**src/rtl/instr_mem_loader.sv**
```systemverilog
// instr_mem_loader: boot-time instruction memory writer.
// Packs a big-endian byte stream into 32-bit words, writes them at byte
// addresses 0, 4, 8, ... and holds the fetch unit in reset until the
// requested number of words has been written.
module instr_mem_loader #(
  parameter int unsigned ADDR_WIDTH = 8
) (
  input  logic                  Clk,
  input  logic                  Reset,
  input  logic                  Start,
  input  logic [ADDR_WIDTH:0]   WordCount,
  input  logic [7:0]            InByte,
  input  logic                  InValid,
  output logic                  InReady,
  output logic                  MemWrite,
  output logic [31:0]           MemAddress,
  output logic [31:0]           MemWriteData,
  output logic                  CpuReset,
  output logic                  Busy,
  output logic                  Done,
  output logic [31:0]           Checksum
);

  // Count and word index need one extra bit to represent a full-capacity load.
  localparam int unsigned CW = ADDR_WIDTH + 1;
  localparam logic [CW-1:0] CAP = {1'b1, {ADDR_WIDTH{1'b0}}};

  typedef enum logic [1:0] {
    IDLE  = 2'd0,
    RECV  = 2'd1,
    WRITE = 2'd2,
    DONE  = 2'd3
  } state_t;

  state_t        state, state_n;
  logic [1:0]    byte_idx, byte_idx_n;
  logic [CW-1:0] word_idx, word_idx_n;
  logic [CW-1:0] count, count_n;
  logic [23:0]   shift, shift_n;
  logic [31:0]   addr_n, wdata_n, csum_n;

  logic [CW-1:0] count_clamp_c;
  logic [CW-1:0] word_idx_inc_c;
  logic          xfer_c;

  // Any request with the top bit set is at or beyond capacity.
  assign count_clamp_c  = WordCount[ADDR_WIDTH] ? CAP : WordCount;
  assign word_idx_inc_c = word_idx + CW'(1);
  assign xfer_c         = InValid & InReady;

  // State register.
  always_ff @(posedge Clk or negedge Reset) begin
    if (!Reset) begin
      state <= IDLE;
    end else begin
      state <= state_n;
    end
  end

  // Next-state and next-value logic for the datapath and outputs.
  always_comb begin
    state_n    = state;
    byte_idx_n = byte_idx;
    word_idx_n = word_idx;
    count_n    = count;
    shift_n    = shift;
    addr_n     = MemAddress;
    wdata_n    = MemWriteData;
    csum_n     = Checksum;

    unique case (state)
      IDLE, DONE: begin
        if (Start) begin
          count_n    = count_clamp_c;
          csum_n     = 32'd0;
          byte_idx_n = 2'd0;
          word_idx_n = '0;
          state_n    = (count_clamp_c == '0) ? DONE : RECV;
        end
      end

      RECV: begin
        if (xfer_c) begin
          shift_n    = {shift[15:0], InByte};
          byte_idx_n = byte_idx + 2'd1;
          if (byte_idx == 2'd3) begin
            // Fourth byte completes the word; present it on the write port.
            state_n = WRITE;
            addr_n  = 32'({word_idx[ADDR_WIDTH-1:0], 2'b00});
            wdata_n = {shift, InByte};
          end
        end
      end

      WRITE: begin
        csum_n     = Checksum ^ MemWriteData;
        word_idx_n = word_idx_inc_c;
        byte_idx_n = 2'd0;
        state_n    = (word_idx_inc_c == count) ? DONE : RECV;
      end

      default: begin
        state_n = IDLE;
      end
    endcase
  end

  // Datapath registers and registered status outputs.
  always_ff @(posedge Clk or negedge Reset) begin
    if (!Reset) begin
      byte_idx     <= 2'd0;
      word_idx     <= '0;
      count        <= '0;
      shift        <= 24'd0;
      MemAddress   <= 32'd0;
      MemWriteData <= 32'd0;
      Checksum     <= 32'd0;
      InReady      <= 1'b0;
      MemWrite     <= 1'b0;
      Busy         <= 1'b0;
      Done         <= 1'b0;
      CpuReset     <= 1'b1;
    end else begin
      byte_idx     <= byte_idx_n;
      word_idx     <= word_idx_n;
      count        <= count_n;
      shift        <= shift_n;
      MemAddress   <= addr_n;
      MemWriteData <= wdata_n;
      Checksum     <= csum_n;
      InReady      <= (state_n == RECV);
      MemWrite     <= (state_n == WRITE);
      Busy         <= (state_n == RECV) || (state_n == WRITE);
      Done         <= (state_n == DONE);
      CpuReset     <= (state_n != DONE);
    end
  end

endmodule

```
**config.mk**
```make
export PLATFORM = sky130hd
export DESIGN_NAME = instr_mem_loader
export DESIGN_NICKNAME = d
export VERILOG_FILES = /design/src/rtl/instr_mem_loader.sv
export SDC_FILE = /design/constraint.sdc
export NUM_CORES = 1
export LEC_CHECK = 0
export ABC_AREA = 1
export CORE_UTILIZATION = 30
export DETAILED_ROUTE_END_ITERATION = 10
export PLACE_DENSITY = 0.54
export SETUP_SLACK_MARGIN = 0.5
export SYNTH_ARGS = -nofsm -noshare
export SYNTH_HDL_FRONTEND = slang
export SYNTH_SLANG_ARGS = --single-unit
```
**constraint.sdc**
```tcl
create_clock -name Clk -period 2.4 [get_ports Clk]
set_clock_uncertainty 0.05 [all_clocks]
set_input_delay 0.48 -clock Clk [delete_from_list [all_inputs] [get_ports Clk]]
set_output_delay 0.48 -clock Clk [all_outputs]
set_load 0.1 [all_outputs]
```
**Yosys cells after proc, flatten, opt, wreduce, memory -nomap -nowiden**

Cells that the tools add are included.

- Bitwise logic cells: 2
- Add/subtract/negate cells: 2
- Muxes and demuxes: 14
- Equal/unequal tests: 11
- Reductions and logical operators: 10

Operators by type and width:

| operator | count |
|---|---|
| 32-bit one-hot mux with 2 select lines | 1 |
| 32-bit two-way mux | 1 |
| 32-bit XOR | 1 |
| 9-bit two-way mux | 2 |
| 9-bit one-hot mux with 2 select lines | 1 |
| 2-bit two-way mux | 7 |
| 2-bit one-hot mux with 3 select lines | 2 |
| 2-bit == test, second input constant | 5 |
| 9-bit by 1-bit adder with 9-bit output, second input constant | 1 |
| 9-bit == test | 1 |
| 9-bit zero test | 1 |
| 2-bit AND reduction | 4 |
| 2-bit inequality test, second input constant | 3 |
| 2-bit by 1-bit == test with 1-bit output, second input constant | 2 |
| 3-bit AND reduction | 1 |
| 2-bit by 1-bit adder with 2-bit output, second input constant | 1 |
| 2-bit zero test | 1 |
| 2-bit nonzero test | 1 |
| 2-bit OR reduction | 1 |
| 1-bit AND | 1 |
| 1-bit logical OR | 1 |

- Output and inout port bits: 101
- Flip-flop bits (word level): 123
- Logic and storage cells: 52

**Logic depth before layout (Yosys ltp)**

- Depth in word-level cells: 7
- Gate-level depth with buffers: 15

**Worst setup path after synthesis**

No wires, ideal clock.

- Path kind: register to register
- Start point: reg InReady
- End point: reg MemWriteData[25]
- Clock period less this slack: 2.050 ns
- Path buffers: 1
- Arrival: 1.874 ns
- Slack: 0.350 ns
- Cell stages (with the launch flop): 8
- Library setup time: 0.126 ns
- Cell sequence: dfrtp_1 > nand2_1 > inv_1 > nand2_1 > clkinv_1 > nand2_2 > buf_4 > mux2_2

- Cells in the longest elaborated chain, start to end: 2

Ends and longest elaborated chain:

| element | line | text |
|---|---|---|
| from (decl) | 14 | `output logic InReady,` |
| from (signal assigned) | 131 | `InReady <= (state_n == RECV);` |
| 1-bit AND | 49 | `assign xfer_c = InValid & InReady;` |
| 3-bit AND reduction (no source line) | -- |  |
| to (signal assigned) | 129 | `MemWriteData <= wdata_n;` |
| to (decl) | 17 | `output logic [31:0] MemWriteData,` |

Every way passes these cells.
A chain may end at the register's enable or synchronous reset.

**Worst setup path in the final report**

- Start point: reg word_idx[1]
- End point: reg Busy

- Cells in the longest elaborated chain, start to end: 6

Ends and longest elaborated chain:

| element | line | text |
|---|---|---|
| from (decl) | 37 | `logic [CW-1:0] word_idx, word_idx_n;` |
| from (signal assigned) | 125 | `word_idx <= word_idx_n;` |
| 9-bit by 1-bit adder with 9-bit output * | 48 | `assign word_idx_inc_c = word_idx + CW'(1);` |
| 9-bit == test * | 99 | `state_n = (word_idx_inc_c == count) ? DONE : RECV;` |
| 2-bit two-way mux * | 99 |  |
| 2-bit one-hot mux with 3 select lines * | 71 | `unique case (state)` |
| 2-bit by 1-bit == test with 1-bit output or 2-bit == test (tied branches) | 133 | `Busy <= (state_n == RECV) \|\| (state_n == WRITE);` |
| 1-bit logical OR * | 133 |  |
| to (signal assigned) | 133 |  |
| to (decl) | 19 | `output logic Busy,` |

Every way passes the cells marked *; elsewhere a longest branch is shown, timed or not.

==> impl_metrics.env <==
export IMPL_status="finished, final reports clean"
export IMPL_internal_power_mw=4.781
export IMPL_grt_pass1_vias=4139
export IMPL_n_antenna_cell=0
export IMPL_dp_hpwl_um=8918
export IMPL_synthDistinctLibCells=31
export IMPL_grt_overflow_total=0
export IMPL_ys_flop_type="dfrtp_1"
export IMPL_drive_gt1_share_pct=24.90
export IMPL_insertion_delay_ps=410
export IMPL_yosysSeqAreaShare_pct=56.55
export IMPL_grt_pass1_wl_um=21180
export IMPL_ant_nets=0
export IMPL_placementRows=48
export IMPL_place_area_um2=6480
export IMPL_cp_required_ps=2640
export IMPL_die_w_um=136.7
export IMPL_cp_top_family="simple AND/OR/NAND/NOR gates"
export IMPL_period_needed_ps=1904
export IMPL_cts_made_buffers=17
export IMPL_setup_viol_count_final=0
export IMPL_seqPwrFrac_pct=34.3
export IMPL_start_util_pct=31.05
export IMPL_tns_ps=0
export IMPL_gp_congestion=0.8479
export IMPL_ios=122
export IMPL_cp_common_cell="nand3_2"
export IMPL_cts_max_level=4
export IMPL_antenna_found_initial=0
export IMPL_path_buf_inv=2
export IMPL_grt_total_usage_pct=14.79
export IMPL_cp_max_fo=7
export IMPL_grt_max_degree=49
export IMPL_area_growth_pct=33.52
export IMPL_path_class="reg -> reg"
export IMPL_clock_sinks=123
export IMPL_cts_root_buf="clkbuf_16"
export IMPL_ys_ff_latch=123
export IMPL_synth_area_um2=5445
export IMPL_synth_edf_count=0
export IMPL_ys_top_cells_by_area="dfrtp_1 (56%), nand2_1 (7.7%), o21ai_0 (6.3%)"
export IMPL_crit_chain="buf_6 -> nand2_4 -> nor2_4 -> nand3_2 -> nand3_2 -> nand3_2 -> nor2_2 -> nand3_2 -> nand3_2 -> nand2_4 -> inv_4 -> ha_4"
export IMPL_ys_warn_count=0
export IMPL_async_flop_share_pct=100.0
export IMPL_peakVddDrop_mv=0.5536
export IMPL_worstHoldPathType="reg -> reg"
export IMPL_clkPwrFrac_pct=31.6
export IMPL_syn_inst=597
export IMPL_viasPerCell=4.559
export IMPL_yosysTopAreaCell="dfrtp_1"
export IMPL_numPortBuffers=97
export IMPL_die_y_um=136.7
export IMPL_place_ws_ps=154.2
export IMPL_dieArea_um2=18690
export IMPL_drv_slew=0
export IMPL_p_sw_share_pct=37.90
export IMPL_clkTransAtPathRegs_ps=60
export IMPL_startpoint_type="flop"
export IMPL_wl_per_cell_um=13.76
export IMPL_power_density_nw_per_um2=1059
export IMPL_leakagePower_nw=3.658
export IMPL_comb_power_share_pct=34.2
export IMPL_fp_coreArea_um2=17540
export IMPL_cts_buffer_depth=2
export IMPL_final_hold_viol_count=0
export IMPL_drt_wl_total_um=13040
export IMPL_cp_arrival_ps=2150
export IMPL_fmax_mhz=525.1
export IMPL_drt_first_pass_iters=4
export IMPL_switchingPower_mw=2.917
export IMPL_post_route_period_util_pct=79.35
export IMPL_route_detailed_drc=0
export IMPL_synth_top_area_share_pct=56.07
export IMPL_final_area_um2=7271
export IMPL_drt_iter0_markers=189
export IMPL_nets=740
export IMPL_cap_viol_max_count=0
export IMPL_rsz0062_at_grt="true"
export IMPL_timing_final_ws_setup_ps=495.5
export IMPL_crit_slowest_cell="dfrtp_2"
export IMPL_cts_tree="yes"
export IMPL_max_stage_delay_ps=410
export IMPL_endpoint_kind="flop"
export IMPL_syn_area_per_cell_um2=9.121
export IMPL_dr_total_vias=4322
tightest hold or removal path, delay by kind of cell (launching register included):
kind            cells  cell delay (ps)
compound gates      1               60
flops               1              330
simple gates        1               50
what timing repair did:
item | 4_1_cts | 5_1_grt
gates resized for setup | 12 | 29
buffers inserted | 7 | 3
hold buffers | 1 | 0
hold endpoints to repair | 28 | 0
endpoints found under the setup margin | 36 | 48
pin swaps | 9 | 14
gates cloned | 1 | 0
stage by stage:
| stage | utilization (%) | hold slack, ps | cells | power (mW) |
|---|---|---|---|---|
| 3_5_place_dp | 36.95 | 390.4 | 906 | 4.994 |
| 2_1_floorplan | - | 134.4 | 620 | 4.277 |
| 4_1_cts | 40.77 | 435.8 | 945 | 7.710 |
| 5_1_grt | 41.46 | 451.1 | 948 | 8.197 |
| 3_3_place_gp | 36.95 | 394.9 | 906 | 4.955 |
| 6_report | 41.46 | 428.4 | 948 | 7.698 |
layout make-up:
cell class	instances	area [µm²]
clock buffers	21	460.4
clock inverters	9	97.59
fillers	1761	10270
inverters	66	252.7
multi-input cells	385	2072
flip-flops and latches	123	3084
well taps	225	281.5
repair buffers	119	1022
cells in the mapped netlist, types with 10 or more instances:
master	count
and3_1	32
buf_2	10
nand3_1	33
o21ai_0	68
nor2_1	12
nand2_1	112
buf_4	25
inv_1	63
a21oi_1	34
dfrtp_1	122
nor3_1	33
clkbuf_1	11
state kept, by name, indices dropped and copies added, names as in the netlist, 2 cells and up:
register,count
word_idx,9
MemAddress,8
shift,24
state,2
Checksum,32
byte_idx,2
count,9
MemWriteData,32
power groups by stage:
stage	clock network, mW	registers (mW)	logic, mW
2_1_floorplan	0	3.01	1.26
6_report	2.43	2.64	2.63
5_1_grt	2.60	2.68	2.92
3_3_place_gp	0	2.66	2.30
4_1_cts	2.50	2.63	2.58
3_5_place_dp	0	2.66	2.33
path summary, 6_finish.rpt:
check	from	to	slack [ps]	depth (start not counted)
hold reg to reg	shift[18]$_DFFE_PN0P_	shift[18]$_DFFE_PN0P_	430	2
min in group asynchronous	Reset	Checksum[8]$_DFFE_PN0P_	510	2
setup reg to reg	word_idx[1]$_DFFE_PN0P_	Busy$_DFF_PN0_	500	12
max in group asynchronous	Reset	CpuReset$_DFF_PN1_	1130	3
hold / removal	shift[18]$_DFFE_PN0P_	shift[18]$_DFFE_PN0P_	430	2
setup / recovery	word_idx[1]$_DFFE_PN0P_	Busy$_DFF_PN0_	500	12
cells in the final DEF (no fill, tap or decap), types with 4 or more instances in the layout:
cell / count
dfrtp_1: 118
nand2_1: 105
o21ai_0: 67
conb_1: 24
clkdlybuf4s50_1: 19
clkinv_2: 6
a21oi_1: 33
nand3_2: 9
inv_1: 58
and3_1: 32
nor2_1: 8
buf_4: 92
nor2_4: 5
clkbuf_16: 17
mux2_2: 4
buf_12: 6
o22ai_1: 7
dfrtp_2: 4
nand3_1: 26
nand2_2: 9
nor3_1: 33
inv_2: 5
cells by family after synthesis:
group | Yosys count | share of synthesized area (%)
adders and majority gates | 7 | 1.608
DFF | 123 | 56.55
buffers and inverters | 113 | 9.743
muxes | 4 | 0.8271
and+or+nand+nor | 233 | 19.97
AOI/OAI and AO/OA | 116 | 11.24
other | 1 | 0.06887
metal layers:
layer / GRT usage (%) / share of wire (%) / vias to the layer above
met5: 0 / 0 / -
met4: 5.309 / 0.90 / 0
met3: 3.630 / 3.8 / 11
met2: 24.62 / 49 / 90
met1: 18.56 / 46 / 2072
li1: - / - / 2149
(Power assumes the default switching activity.)
